===== src/rtl/game_pkg.sv =====
// game_pkg
// Definitions shared by the game blocks: the round-state encoding seen on the
// sequencer's state port, default countdown and round lengths, and a helper
// that identifies the states in which game time is counted.
package game_pkg;

    typedef enum logic [1:0] {
        ST_IDLE      = 2'd0,
        ST_COUNTDOWN = 2'd1,
        ST_PLAY      = 2'd2,
        ST_GAME_OVER = 2'd3
    } game_state_e;

    localparam int DEF_COUNT_SECONDS = 3;
    localparam int DEF_ROUND_SECONDS = 60;

    // True for the states in which the second timer runs.
    function automatic logic is_timed(input game_state_e s);
        return (s == ST_COUNTDOWN) || (s == ST_PLAY);
    endfunction

endpackage


===== src/rtl/sec_tick_gen.sv =====
// sec_tick_gen
// Game-second timer. The counter runs 0..TICKS_PER_SEC-1 while enable is high
// and holds its value while enable is low. one_sec marks the last cycle of a
// game second.
// Ports:
//   clock   - system clock, rising edge
//   reset   - asynchronous, active-high
//   enable  - count this cycle
//   clear   - force the count back to 0 (takes priority over enable)
//   one_sec - high on the enabled terminal-count cycle
module sec_tick_gen #(
    parameter int TICKS_PER_SEC = 50000000
) (
    input  logic clock,
    input  logic reset,
    input  logic enable,
    input  logic clear,
    output logic one_sec
);

    localparam int CW = (TICKS_PER_SEC > 1) ? $clog2(TICKS_PER_SEC) : 1;
    localparam logic [CW-1:0] TERMINAL = CW'(TICKS_PER_SEC - 1);

    logic [CW-1:0] cnt_q, cnt_d;
    logic          at_terminal;

    assign at_terminal = (cnt_q == TERMINAL);
    assign one_sec     = enable && at_terminal;

    always_comb begin
        cnt_d = cnt_q;
        if (clear) begin
            cnt_d = '0;
        end else if (enable) begin
            cnt_d = at_terminal ? '0 : cnt_q + 1'b1;
        end
    end

    always_ff @(posedge clock or posedge reset) begin
        if (reset) begin
            cnt_q <= '0;
        end else begin
            cnt_q <= cnt_d;
        end
    end

endmodule


===== src/rtl/round_sequencer.sv =====
// round_sequencer
// Round sequencer for the game: IDLE -> COUNTDOWN -> PLAY -> GAME_OVER, with
// a second timer that can be paused and an abort that returns to idle.
//
//   state         | meaning
//   --------------+----------------------------------------------------
//   ST_IDLE       | waiting for start; all outputs low
//   ST_COUNTDOWN  | pre-round countdown, counts COUNT_SECONDS down to 1
//   ST_PLAY       | round in progress, seconds_left counts down to 1
//   ST_GAME_OVER  | round finished; game_over held until start or abort
//
// Ports:
//   clock, reset       - system clock; asynchronous active-high reset
//   start, abort       - single-cycle request pulses (abort wins)
//   pause              - level input; freezes timing in COUNTDOWN/PLAY
//   state              - current state encoding
//   clear_scores       - one-cycle pulse when a round is launched
//   play_active        - PLAY and not paused
//   game_over          - high throughout GAME_OVER
//   countdown          - seconds remaining in COUNTDOWN, else 0
//   seconds_left       - seconds remaining in PLAY, else 0
//   paused             - pause seen while in COUNTDOWN or PLAY
// All outputs are registered.
module round_sequencer
    import game_pkg::*;
#(
    parameter int TICKS_PER_SEC = 50000000,
    parameter int COUNT_SECONDS = DEF_COUNT_SECONDS,
    parameter int ROUND_SECONDS = DEF_ROUND_SECONDS
) (
    input  logic       clock,
    input  logic       reset,
    input  logic       start,
    input  logic       abort,
    input  logic       pause,
    output logic [1:0] state,
    output logic       clear_scores,
    output logic       play_active,
    output logic       game_over,
    output logic [1:0] countdown,
    output logic [6:0] seconds_left,
    output logic       paused
);

    localparam logic [1:0] CD_INIT    = 2'(COUNT_SECONDS);
    localparam logic [6:0] ROUND_INIT = 7'(ROUND_SECONDS);

    game_state_e state_q, state_d;
    logic [1:0]  countdown_q, countdown_d;
    logic [6:0]  seconds_left_q, seconds_left_d;
    logic        clear_scores_q, clear_scores_d;
    logic        play_active_q, play_active_d;
    logic        game_over_q, game_over_d;
    logic        paused_q, paused_d;

    logic tick_en;
    logic tick_clr;
    logic one_sec;

    assign tick_en = is_timed(state_q) && !pause;
    // Every state change restarts the game second; an abort always clears,
    // which also covers an abort arriving while already idle.
    assign tick_clr = abort || (state_d != state_q);

    sec_tick_gen #(
        .TICKS_PER_SEC (TICKS_PER_SEC)
    ) u_sec_tick_gen (
        .clock   (clock),
        .reset   (reset),
        .enable  (tick_en),
        .clear   (tick_clr),
        .one_sec (one_sec)
    );

    always_comb begin
        state_d        = state_q;
        countdown_d    = countdown_q;
        seconds_left_d = seconds_left_q;
        clear_scores_d = 1'b0;

        case (state_q)
            ST_IDLE: begin
                if (start) begin
                    state_d        = ST_COUNTDOWN;
                    countdown_d    = CD_INIT;
                    clear_scores_d = 1'b1;
                end
            end
            ST_COUNTDOWN: begin
                if (one_sec) begin
                    // <= 1 also catches a zero count, so the counter never wraps.
                    if (countdown_q <= 2'd1) begin
                        state_d        = ST_PLAY;
                        countdown_d    = 2'd0;
                        seconds_left_d = ROUND_INIT;
                    end else begin
                        countdown_d = countdown_q - 2'd1;
                    end
                end
            end
            ST_PLAY: begin
                if (one_sec) begin
                    if (seconds_left_q <= 7'd1) begin
                        state_d        = ST_GAME_OVER;
                        seconds_left_d = 7'd0;
                    end else begin
                        seconds_left_d = seconds_left_q - 7'd1;
                    end
                end
            end
            ST_GAME_OVER: begin
                if (start) begin
                    state_d        = ST_COUNTDOWN;
                    countdown_d    = CD_INIT;
                    seconds_left_d = 7'd0;
                    clear_scores_d = 1'b1;
                end
            end
            default: begin
                state_d = ST_IDLE;
            end
        endcase

        if (abort) begin
            state_d        = ST_IDLE;
            countdown_d    = 2'd0;
            seconds_left_d = 7'd0;
            clear_scores_d = 1'b0;
        end

        // Level outputs follow the state being entered so that they line up
        // with the registered state one clock after the cause.
        game_over_d   = (state_d == ST_GAME_OVER);
        play_active_d = (state_d == ST_PLAY) && !pause;
        paused_d      = is_timed(state_d) && pause;
    end

    always_ff @(posedge clock or posedge reset) begin
        if (reset) begin
            state_q        <= ST_IDLE;
            countdown_q    <= 2'd0;
            seconds_left_q <= 7'd0;
            clear_scores_q <= 1'b0;
            play_active_q  <= 1'b0;
            game_over_q    <= 1'b0;
            paused_q       <= 1'b0;
        end else begin
            state_q        <= state_d;
            countdown_q    <= countdown_d;
            seconds_left_q <= seconds_left_d;
            clear_scores_q <= clear_scores_d;
            play_active_q  <= play_active_d;
            game_over_q    <= game_over_d;
            paused_q       <= paused_d;
        end
    end

    assign state        = state_q;
    assign clear_scores = clear_scores_q;
    assign play_active  = play_active_q;
    assign game_over    = game_over_q;
    assign countdown    = countdown_q;
    assign seconds_left = seconds_left_q;
    assign paused       = paused_q;

endmodule


===== config.mk =====
export PLATFORM = sky130hd
export DESIGN_NAME = round_sequencer
export DESIGN_NICKNAME = d
export VERILOG_FILES = /design/src/rtl/game_pkg.sv /design/src/rtl/sec_tick_gen.sv /design/src/rtl/round_sequencer.sv
export SDC_FILE = /design/constraint.sdc
export NUM_CORES = 1
export LEC_CHECK = 0
export CAP_MARGIN = 40
export CELL_PAD_IN_SITES_DETAIL_PLACEMENT = 0
export CELL_PAD_IN_SITES_GLOBAL_PLACEMENT = 2
export CORE_ASPECT_RATIO = 0.9
export CORE_MARGIN = 2
export CORE_UTILIZATION = 39
export CTS_CLUSTER_SIZE = 28
export DETAILED_ROUTE_END_ITERATION = 10
export PLACE_DENSITY_LB_ADDON = 0.08
export REMOVE_ABC_BUFFERS = 1
export SETUP_SLACK_MARGIN = 0.5
export SLEW_MARGIN = 20
export SYNTH_ARGS = -nofsm -noshare
export SYNTH_HDL_FRONTEND = slang
export SYNTH_SLANG_ARGS = --single-unit
export TNS_END_PERCENT = 10

===== constraint.sdc =====
create_clock -name clock -period 4.3 [get_ports clock]
set_clock_uncertainty 0.1 [all_clocks]
set_input_delay 0.43 -clock clock [delete_from_list [all_inputs] [get_ports clock]]
set_output_delay 0.43 -clock clock [all_outputs]
set_load 0.02 [all_outputs]

Yosys cells after proc, flatten, opt, wreduce, memory -nomap -nowiden

Index checks and enable logic that the tools add are counted.

Equal/unequal tests: 13
Order comparisons: 2
Add/subtract/negate cells: 3
Reductions and logical operators: 15
Multiplexer cells: 25

Operators with widths:

| operator                                                       | count |
|---|---|
| 2-to-1 mux 26 bit                                              | 3 |
| 2-to-1 mux 7 bit                                               | 6 |
| adder 26 x 1 -> 26 bit, second input constant                  | 1 |
| equality test 26 bit, second input constant                    | 1 |
| one-hot mux 7 bit (3 select lines)                             | 1 |
| 2-to-1 mux 2 bit                                               | 10 |
| != test 3 bit, second input constant                           | 3 |
| equality test 2 bit, second input constant                     | 4 |
| less-or-equal comparator 7 x 1 -> 1 bit, second input constant | 1 |
| subtractor 7 x 1 -> 7 bit, second input constant               | 1 |
| one-hot mux 2 bit (3 select lines)                             | 1 |
| AND reduction 5 bit                                            | 1 |
| equality test 2 x 1 -> 1 bit, second input constant            | 2 |
| logical AND 1 bit                                              | 4 |
| one-hot mux 2 bit (2 select lines)                             | 1 |
| nonzero test 4 bit                                             | 1 |
| logical OR 1 bit                                               | 3 |
| 2-to-1 mux 1 bit                                               | 3 |
| != test 3 x 1 -> 1 bit, second input constant                  | 1 |
| != test 3 x 2 -> 1 bit, second input constant                  | 1 |
| AND reduction 3 bit                                            | 1 |
| nonzero test 3 bit                                             | 1 |
| less-or-equal comparator 2 x 1 -> 1 bit, second input constant | 1 |
| zero test 2 bit                                                | 1 |
| 5 further kinds                                                | 5 |

Register bits: 41
Word-level logic and storage cells: 66
Bits of input ports: 5

Depth between registers and ports, before layout

Depth in word-level cells: 10
Gate-level depth with buffers: 11

Hierarchy

A second synthesis with hierarchy kept.

Cells, all modules: 262
Area, all modules: 2432.3 um2

By module, submodules not included:

| module          | sequential area each (um2) | instances | cells each | area an instance (um2) |
|---|---|---|---|---|
| sec_tick_gen    | 650.6                      | 1         | 151        | 1433.9 |
| round_sequencer | 375.4                      | 1         | 111        | 998.5 |

Worst setup path before layout

Ideal clock, no wire load.

Kind: register to register
Start: register state_q[0], in the netlist state[0]
End: register paused_q, in the netlist paused
Required time: 4.127 ns
Cell stages (with the launch flop): 12
Arrival time: 2.668 ns
Library setup time: 0.073 ns
Buffers on the path: 2
Slack: 1.460 ns
Cells stage by stage: dfrtp_1 inv_1 ha_1 buf_6 or2_1 buf_6 nor3_4 nand3_1 o21ai_0 a21boi_0 ha_1 nor2b_1

Cells in the longest elaborated chain, start to end: 10
Elaborated cells on any way between the ends: 19

Ends and longest elaborated chain:

| element                                                                    | line                                          | RTL |
|---|---|---|
| start, declared                                                            | round_sequencer.sv:48                         | `game_state_e state_q, state_d;` |
| start signal, assigned                                                     | round_sequencer.sv:148                        | `state_q <= state_d;` |
| equality test 2 x 1 -> 1 bit / equality test 2 bit (equally long branches) | game_pkg.sv:19, round_sequencer.sv:81         |  |
| logical OR 1 bit                                                           | game_pkg.sv:19                                | `return (s == ST_COUNTDOWN) \|\| (s == ST_PLAY);` |
| logical AND 1 bit                                                          | round_sequencer.sv:60                         | `assign tick_en = is_timed(state_q) && !pause;` |
| logical AND 1 bit                                                          | sec_tick_gen.sv:28                            | `assign one_sec = enable && at_terminal;` |
| 2-to-1 mux 2 bit (on tied branches)                                        | round_sequencer.sv:102, round_sequencer.sv:90 |  |
| one-hot mux 2 bit (3 select lines) *                                       | round_sequencer.sv:81                         | `case (state_q)` |
| 2-to-1 mux 2 bit *                                                         | round_sequencer.sv:124                        | `if (abort) begin` |
| equality test 2 x 1 -> 1 bit / equality test 2 bit (equally long branches) | game_pkg.sv:19                                |  |
| logical OR 1 bit *                                                         | game_pkg.sv:19                                |  |
| logical AND 1 bit *                                                        | round_sequencer.sv:135                        | `paused_d = is_timed(state_d) && pause;` |
| net paused_d                                                               | round_sequencer.sv:54                         | `logic paused_q, paused_d;` |
| end signal, assigned                                                       | round_sequencer.sv:154                        | `paused_q <= paused_d;` |
| end, declared                                                              | round_sequencer.sv:54                         |  |

The timed path passes the listed nets; every way through them passes the cells marked *.
A chain may end at the register's enable or synchronous reset.

Worst setup path after layout

Ends and elaborated chain as after synthesis.

==> results.cfg <==
[logic_synthesis]
ys.flop_type = dfrtp_1
synthTopCellsByArea = dfrtp_1 43%, nor2_1 5.3%, xor2_1 4.7%
synth_edf_count = 0
synthCells = 261
ys_top_cells_by_count = 41 x dfrtp_1, 34 x nor2_1, 21 x nand2_1, 16 x inv_1
synth.most_common_cell = dfrtp_1
syn-cell-area_um2 = 2410
yosysUniqueCellTypes = 52
yosysSeqAreaShare = 0.426
postSynth.asyncResetShare = 1.00
synth_warnings = 0
avgSynthCellArea_um2 = 9.22
ys_ff_latch = 41
synth_top_area_frac = 0.426
synth_largest_area_cell = dfrtp_1

[cts]
postCtsHoldBufs = 0
postCtsSetupBuffers = 0
htree_levels = 2
cts.path.max_buffers = 2
clock_latency_ps = 310
root_buffer = clkbuf_8
clock-sinks = 41
cts_resized = 0
path_clk_slew_ps = 90
numCtsBuffers = 5
cts_tree = done

[grt]
grt_pass1_vias = 1876
busiest_layer = met1
antenna_found_initial = 0
grt_overflow = 0
met3_usage = 0.0326
met1_usage = 0.276
grt_max_degree = 42
grt_pass1_wl_mm = 9.54
grt_util_met2 = 0.241
track_usage = 0.178

[power_and_ir_drop]
vdd_ir_drop_max_v = 0.000136
cellPowerDensity_nw_per_um2 = 382
leakagePower_nw = 1.16

[die]
die_area_um2 = 6820
initial_core_util = 0.398
io-pin-count = 20
core_area_um2 = 6050
row_count = 27
die_h_um = 78.5
die_w_um = 86.8

[worst_setup_path]
slowest_stage = dfrtp_1
crit_top_cell = ha_1
worst-setup-path-type = flip-flop to flip-flop
worstPathMaxFanout = 10
required_ps = 4430
max_stage_delay_ps = 510
cp-start-kind = flip-flop
end_kind = flip-flop
cp_num_buf_inv = 1
crit_arrival_ps = 3350
crit_chain = inv_1 -> ha_1 -> or2_1 -> nor3_4 -> nand3_1 -> o21ai_0 -> a21boi_0 -> ha_1 -> nor2b_1
critPathTopFamily = simple AND/OR/NAND/NOR gates

[routing]
dr.first_iter.drc_count = 72
drt_pre_antenna_iters = 4
wl_per_cell_um = 15.4
via_count = 1953
viasPerCell = 5.49
final_antenna_net_count = 0
drt_wl_total_mm = 5.49
drc_errors = 0

[worst_hold_path]
min_path_type = flip-flop to flip-flop

[placed_design]
pre_cts_ws_ps = 1120
dp_hpwl_mm = 3.84
port_buffers = 19
place_congestion = 0.811

[sta]
setup_ws_ps = 1080
worst_slew_pin_slew_ps = 676
maxSlewHeadroom = 0.547
worst_hold_slack_ps = 453
fmax_ghz = 0.311
grt_setup_unrepaired = false
finalSetupTns_ps = 0
maxSlewViolCount = 0
finalCriticalPeriod_ps = 3220
fin_crit_sh = 0.748
finalHoldViolCount = 0
setup_viol = 0

[outcome]
status = completed

[job]
maxCapViolations = 0

[layout]
area_growth_pct = 15.6
fillCellCount = 590
nNetsFinal = 296
insertedDiodeCount = 0
drive_gt1_frac = 0.0704
[where the power goes]
| part | switching (mW) | internal (mW) |
|---|---|---|
| Sequential | 0.0235 | 0.405 |
| Combinational | 0.183 | 0.114 |
| Clock | 0.149 | 0.189 |
| Total | 0.355 | 0.709 |
[layer usage]
layer  routed length, µm  share of wire  vias to the layer above
met5                   0              0                        -
met4                  77          0.014                        0
met3                 185          0.034                        7
met2                2280           0.41                       33
met1                2950           0.54                      929
li1                    -              -                      984
[placed cells by master (no fill, tap or decap), types with 3 or more instances in the layout]
cell type,instances
and4_1,3
xor2_1,13
nor4_1,4
nand3_1,13
nor2_1,34
nand2_1,21
clkbuf_8,6
a31oi_1,8
clkdlybuf4s50_1,19
o21ai_0,9
nand4_1,11
nor2b_1,4
dfrtp_1,41
xnor2_1,10
inv_1,15
and3_1,3
o21bai_1,4
a21oi_1,5
nor3_1,8
o211ai_1,3
ha_1,8
[worst register-to-register path: stages, from the launching register on]
cell and delay (ps):
dfrtp_1 510, inv_1 120, ha_1 430, or2_1 370, nor3_4 410, nand3_1 320, o21ai_0 320, a21boi_0 140
ha_1 320, nor2b_1 110
[area by class of cell]
cell class / count / area, µm² / share of cell area
multi-input cells: 197 / 1280 / 0.459
flip-flops and latches: 41 / 1030 / 0.369
repair buffers: 22 / 210 / 0.0755
well taps: 72 / 90.1 / 0.0324
clock buffers: 6 / 82.6 / 0.0297
inverters: 16 / 60.1 / 0.0216
clock inverters: 2 / 37.5 / 0.0135
[final timing paths]
path	start	slack (ps)	to	cells after the start
worst max-delay path	state[0]	1080	paused	9
worst min-delay path	seconds_left[5]	450	seconds_left[5]	1
worst max register to register	state[0]	1080	paused	9
worst min register to register	seconds_left[5]	450	seconds_left[5]	1
max in group asynchronous	reset	3270	countdown[0]	3
min in group asynchronous	reset	460	u_sec_tick_gen.cnt_q[14]	3
[cells by family after synthesis]
group,Yosys count,share of synthesized area
AOI/OAI and AO/OA,47,0.135
xor gates and xnor gates,23,0.0837
adders and majority gates,8,0.0416
buffers and inverters,23,0.0431
DFF,41,0.426
muxes,2,0.00884
and+or+nand+nor,117,0.262
[metrics by stage]
step            util  cell area [µm²]  power, mW  cells
2_1_floorplan      -             2360      0.628    254
3_3_place_gp   0.440             2660      0.738    347
3_5_place_dp   0.440             2660      0.736    347
4_1_cts        0.460             2780       1.08    355
5_1_grt        0.460             2780       1.13    356
6_report       0.460             2780       1.06    356
[flip-flops by register name, indices dropped and copies added, names as in the netlist]
signal,flops
state,2
paused,1
u_sec_tick_gen.cnt_q,26
seconds_left,7
countdown,2
clear_scores,1
game_over,1
play_active,1
No activity file was read; power rests on OpenSTA's default activity.
